--- src/rtl/dii_arb_pkg.sv ---
// dii_arb_pkg: shared types and constants for the DII packet arbiter and routers.
package dii_arb_pkg;
    typedef enum logic {IDLE, LOCKED} arb_state_t;
    localparam int DII_WIDTH = 16;
endpackage

--- src/rtl/dii_packet_arbiter_rr_pick.sv ---
// rr_pick: combinational round-robin selector, searching from ptr+1 and wrapping to 0.
module rr_pick #(
    parameter int PORTS = 2
) (
    input  logic [PORTS-1:0]         req,
    input  logic [$clog2(PORTS)-1:0] ptr,
    output logic [PORTS-1:0]         gnt,
    output logic [$clog2(PORTS)-1:0] idx
);
    localparam int IW = $clog2(PORTS);
    logic [IW-1:0] p;
    logic found;
    always_comb begin
        gnt = '0;
        idx = '0;
        p = '0;
        found = 1'b0;
        for (int k = 1; k <= PORTS; k++) begin
            p = IW'((int'(ptr) + k) % PORTS);
            if (!found && req[p]) begin
                found = 1'b1;
                idx = p;
                gnt[p] = 1'b1;
            end
        end
    end
endmodule

--- src/rtl/dii_packet_arbiter.sv ---
// dii_packet_arbiter: packet-granular round-robin merge of PORTS DII channels onto one registered output.
// Define DII_ARB_PKT_CHECK_EN to add the sticky framing-error output err.
module dii_packet_arbiter
    import dii_arb_pkg::*;
#(
    parameter int PORTS = 2,
    parameter int WIDTH = DII_WIDTH
) (
    input  logic                   clk,
    input  logic                   rst,
    input  logic [PORTS*WIDTH-1:0] in_data,
    input  logic [PORTS-1:0]       in_first,
    input  logic [PORTS-1:0]       in_last,
    input  logic [PORTS-1:0]       in_valid,
    output logic [PORTS-1:0]       in_ready,
    output logic [WIDTH-1:0]       out_data,
    output logic                   out_first,
    output logic                   out_last,
    output logic                   out_valid,
    input  logic                   out_ready
`ifdef DII_ARB_PKT_CHECK_EN
    ,
    output logic                   err
`endif
);
    localparam int IW = $clog2(PORTS);

    arb_state_t st, nst;
    logic [IW-1:0] grant, ptr, pick, sel;
    logic [PORTS-1:0] pick_gnt;
    logic [WIDTH-1:0] flit [PORTS];
    logic accept, sel_valid, xfer;

    for (genvar i = 0; i < PORTS; i++) begin : g_unpack
        assign flit[i] = in_data[i*WIDTH +: WIDTH];
    end

    rr_pick #(.PORTS(PORTS)) u_pick (
        .req (in_valid),
        .ptr (ptr),
        .gnt (pick_gnt),
        .idx (pick)
    );

    assign accept    = !out_valid || out_ready;
    assign sel       = (st == LOCKED) ? grant : pick;
    assign sel_valid = (st == LOCKED) ? in_valid[grant] : |in_valid;
    assign xfer      = !rst && accept && sel_valid;

    always_ff @(posedge clk) begin
        if (rst)
            st <= IDLE;
        else
            st <= nst;
    end

    always_comb begin
        nst = st;
        if (xfer)
            nst = in_last[sel] ? IDLE : LOCKED;
    end

    // A locked port owns in_ready even while its valid is low, so a stalled source never loses its slot.
    always_comb begin
        in_ready = (rst || !accept) ? '0 : (st == LOCKED) ? PORTS'(1) << grant : pick_gnt;
    end

    always_ff @(posedge clk) begin
        if (rst) begin
            grant <= '0;
            ptr   <= IW'(PORTS - 1);
        end else if (xfer) begin
            if (st == IDLE && !in_last[sel])
                grant <= pick;
            if (in_last[sel])
                ptr <= sel;
        end
    end

    always_ff @(posedge clk) begin
        if (rst) begin
            out_valid <= 1'b0;
            out_data  <= '0;
            out_first <= 1'b0;
            out_last  <= 1'b0;
        end else if (accept) begin
            out_valid <= sel_valid;
            if (sel_valid) begin
                out_data  <= flit[sel];
                out_first <= in_first[sel];
                out_last  <= in_last[sel];
            end
        end
    end

`ifdef DII_ARB_PKT_CHECK_EN
    // Framing error: first must mark exactly the flit that opens a packet.
    always_ff @(posedge clk) begin
        if (rst)
            err <= 1'b0;
        else if (xfer && (in_first[sel] == (st == LOCKED)))
            err <= 1'b1;
    end
`endif
endmodule

--- config.mk ---
export PLATFORM = sky130hd
export DESIGN_NAME = dii_packet_arbiter
export DESIGN_NICKNAME = d
export VERILOG_FILES = /design/src/rtl/dii_arb_pkg.sv /design/src/rtl/dii_packet_arbiter_rr_pick.sv /design/src/rtl/dii_packet_arbiter.sv
export SDC_FILE = /design/constraint.sdc
export NUM_CORES = 1
export LEC_CHECK = 0
export BUFFER_PORTS_ARGS = -buffer_cell sky130_fd_sc_hd__buf_2
export CAP_MARGIN = 25
export CELL_PAD_IN_SITES_DETAIL_PLACEMENT = 0
export CELL_PAD_IN_SITES_GLOBAL_PLACEMENT = 1
export CORE_ASPECT_RATIO = 0.9
export CORE_UTILIZATION = 27
export DETAILED_ROUTE_END_ITERATION = 10
export PLACE_DENSITY_LB_ADDON = 0.08
export SYNTH_ARGS = -nofsm -noshare
export SYNTH_HDL_FRONTEND = slang
export SYNTH_SLANG_ARGS = --single-unit
--- constraint.sdc ---
create_clock -name clk -period 1.35 [get_ports clk]
set_input_delay 0.135 -clock clk [delete_from_list [all_inputs] [get_ports clk]]
set_output_delay 0.135 -clock clk [all_outputs]
set_load 0.01 [all_outputs]
==> out/qor.csv <==
stage,metric,value,unit
outcome,outcome,finished with violations,
outcome,failing checks,setup timing,
placed_design,DP Area,1460,µm²
global_route,total track usage,15.0,%
clock_network,"CTS clk-pin slew, worst paths",80,ps
timing,fin crit period,1490,ps
worst_setup_path,R2R Path Start,grant,
clock_network,# hold bufs at CTS,0,
worst_setup_path,Crit Path Class,flip-flop to primary output,
synthesis,Synth Area in Adders,0,%
worst_setup_path,CP endpoint kind,primary output,
synthesis,post-synthesis sequential area ratio,41.6,%
power_and_ir_drop,Worst IR Drop VDD,0.485,mV
hold_path,Hold Path Depth,3,
timing,Setup Skew,2.69,ps
timing,final hold violations,0,
hold_path,Hold EP,grant,
timing,Setup Viol. Count Final,22,
placed_design,DPL Wire Length,2.00,mm
cells_and_area,number of diodes,0,
synthesis,"top cells by area, synth","dfxtp_1 (42%), mux2i_1 (18%), a211oi_1 (12%)",
power_and_ir_drop,leakage power,0.879,nW
synthesis,Synth Cell Area,1060,µm²
synthesis,xor/xnor share of the synthesized area,0,%
cells_and_area,Layout area overhead,60.2,%
route,WL per Instance,12.3,µm
clock_network,clk root buf,clkbuf_8,
global_route,gr ovfl total,0,
hold_path,Hold/Removal Path Class,primary input to flip-flop,
cells_and_area,share of cells above drive strength 1,52.9,%
job,Max Cap Viol,0,
worst_setup_path,path depth of the worst reg2reg path,5,
timing,Fmax,670,MHz
synthesis,post-synthesis net count,156,
power_and_ir_drop,power per cell area,1160,nW/µm²
floorplanning,I/O pins,62,
synthesis,synth warn,0,
floorplanning,row cnt,21,
power_and_ir_drop,Net Sw Frac,27.9,%
power_and_ir_drop,Comb pwr share,29.1,%
clock_network,CTS buffer count,3,
synthesis,top-area cell type share of the netlist area,41.6,%
floorplanning,Initial Util,28.4,%
global_route,vias in the first global route,989,
power_and_ir_drop,PnR Total Power,1.97,mW
worst_setup_path,Startpoint Class,flip-flop,
synthesis,compound-gate portion of the synthesized area,20.9,%
timing,Slew headroom,70.5,%
synthesis,Seq cells post-synth,22,
floorplanning,Die W,68,µm
synthesis,Cells after Synth,115,
synthesis,post-synthesis mux area share,19.0,%
power_and_ir_drop,Clk pwr share,31.9,%
route,vias per cell,4.63,
power_and_ir_drop,P_sw,550,µW
route,DRT Pass-1 Iters,4,
route,DRC,0,
cells_and_area,nets,233,
placed_design,PortBufs,61,
timing,Slew @ Worst Pin,441,ps
clock_network,CTS tree,yes,
cells_and_area,Fillers,391,
synthesis,largest family of logic cells by synthesized area,compound AO/OA/AOI/OAI gates,
timing,"Slew Viols, Final",0,
floorplanning,Core Region,3730,µm²
clock_network,Worst-Skew Late Latency,270,ps
synthesis,mean area per synthesized cell,9.20,µm²
power_and_ir_drop,Int Pwr,1.42,mW
route,Post-DRT Antenna Nets,0,
cells_and_area,Final Cell Area,1700,µm²
global_route,first-pass GRT wire length,4.54,mm
hold_path,launch point of the worst hold path,in_valid[1],
synthesis,Synth Area in Simple Gates,11.9,%
clock_network,# clock sinks,22,
synthesis,"area leader, netlist",dfxtp_1,
worst_setup_path,Crit Path Max Fanout,3,
clock_network,Clock Path Buffers,2,
timing,Tcrit/Tclk final,111,%
worst_setup_path,CP required,1220,ps
route,final wirelength,2.92,mm
route,initial DRC count,22,
worst_setup_path,r2r setup slk,-90,ps
synthesis,synth unique cells,23,
power_and_ir_drop,Seq pwr share,39.0,%
floorplanning,die area,4180,µm²
global_route,largest net degree at the start of global routing,14,
worst_setup_path,CP arrival,1360,ps
timing,setup slack after layout,-142,ps
worst_setup_path,R2R Path End,out_data[5],
timing,RSZ-0062 raised after global routing,true,
global_route,initial antenna violation count,0,
clock_network,H-tree depth,1,
cells_and_area,"Core Util, Final",45.4,%
floorplanning,Die Span Y,61.4,µm
route,DR vias,1098,
placed_design,Routability Congestion,0.825,
-- placed cells by master, fill, tap and decap left out --
| cell type | count |
|---|---|
| a211oi_1 | 14 |
| a211oi_2 | 4 |
| a211oi_4 | 1 |
| a21bo_4 | 1 |
| a21oi_1 | 2 |
| a221o_1 | 1 |
| buf_2 | 62 |
| buf_4 | 12 |
| buf_6 | 5 |
| buf_8 | 1 |
| bufinv_16 | 1 |
| clkbuf_8 | 3 |
| dfxtp_1 | 19 |
| dfxtp_2 | 2 |
| dfxtp_4 | 1 |
| inv_1 | 4 |
| mux2_4 | 1 |
| mux2i_1 | 16 |
| mux2i_2 | 2 |
| mux2i_4 | 1 |
| nand2_1 | 4 |
| nand2b_1 | 1 |
| nand3_1 | 1 |
| nor2_1 | 21 |
| nor2b_2 | 1 |
| nor3_1 | 1 |
| nor3_2 | 2 |
| o211a_1 | 1 |
| o211ai_1 | 3 |
| o21a_4 | 1 |
| o21ai_0 | 2 |
-- registers in the layout, summed over array words and instances (netlist names) --
signal	cells
out_last	1
out_data	16
out_first	1
ptr	1
grant	1
st	1
out_valid	1
-- cell type report --
type                    count  area, µm²  area share (%)
multi-input cells          81        633            37.3
clock inverters             1       30.0            1.77
flip-flops and latches     22        447            26.3
well taps                  46       57.6            3.39
inverters                   4       15.0           0.886
repair buffers             80        472            27.8
clock buffers               3       41.3            2.44
-- how the worst max path moves through the flow --
| stage | start | to | depth (start not counted) |
|---|---|---|---|
| 6_report | ptr | in_ready[1] | 5 |
| 5_1_grt | ptr | in_ready[1] | 5 |
| 3_5_place_dp | grant | out_data[9] | 5 |
| 2_1_floorplan | grant | ptr | 5 |
| 3_3_place_gp | grant | out_data[3] | 5 |
| 4_1_cts | ptr | in_ready[1] | 5 |
-- power by group through the flow --
stage	Combinational, mW	Sequential [mW]	Clock (mW)
after detailed placement	0.479	0.779	0
after floorplan	0.254	0.806	0
after global routing	0.636	0.781	0.678
after global placement	0.473	0.777	0
final	0.574	0.768	0.627
after CTS	0.533	0.767	0.643
-- synthesized netlist by cell type --
cell type,count
dfxtp_1,22
nor2_1,21
mux2i_1,19
a211oi_1,17
buf_2,4
inv_1,4
nand2_1,4
nor3_1,3
o211ai_1,3
a21oi_1,2
buf_4,2
clkbuf_1,2
o21ai_0,2
a211oi_2,1
a21bo_2,1
a221o_1,1
buf_6,1
mux2_2,1
nand2b_1,1
nand3_1,1
nor2b_1,1
o211a_1,1
o21a_2,1
-- per-stage QoR --
stage	hold slack, ps	TNS [ps]	std cells	setup WS [ps]
3_5_place_dp	452	-1920	224	-140
5_1_grt	202	-3460	237	-204
2_1_floorplan	286	0	115	21.6
4_1_cts	163	-3140	234	-168
6_report	180	-1490	237	-142
3_3_place_gp	443	-1190	224	-85.7
-- metal layers --
metal	vias up	part of all wire, %	GRT usage (%)
met5	-	0	0
met4	0	0.86	5.36
met3	4	6.5	3.15
met2	35	44	24.1
met1	495	48	19.8
li1	564	-	-
-- critical path, cell delays in order (launching register included) --
cell and delay, ps:
dfxtp_2 330, a21bo_4 210, o21a_4 200, buf_6 120, nor3_2 90, buf_2 150
-- cell families after synthesis --
kind of cell,count (synthesis)
buffers and inverters,13
muxes,20
and+or+nand+nor,31
DFF,22
AOI/OAI and AO/OA,29
-- what timing repair did --
item                       4_1_cts  5_1_grt
pin swaps                        9        7
buffers inserted                 3        2
gates resized for setup         11       15
gates cloned                     3        1
hold endpoints to repair         0        0
setup endpoints to repair       21       23
No activity file was read; power rests on OpenSTA's default activity.
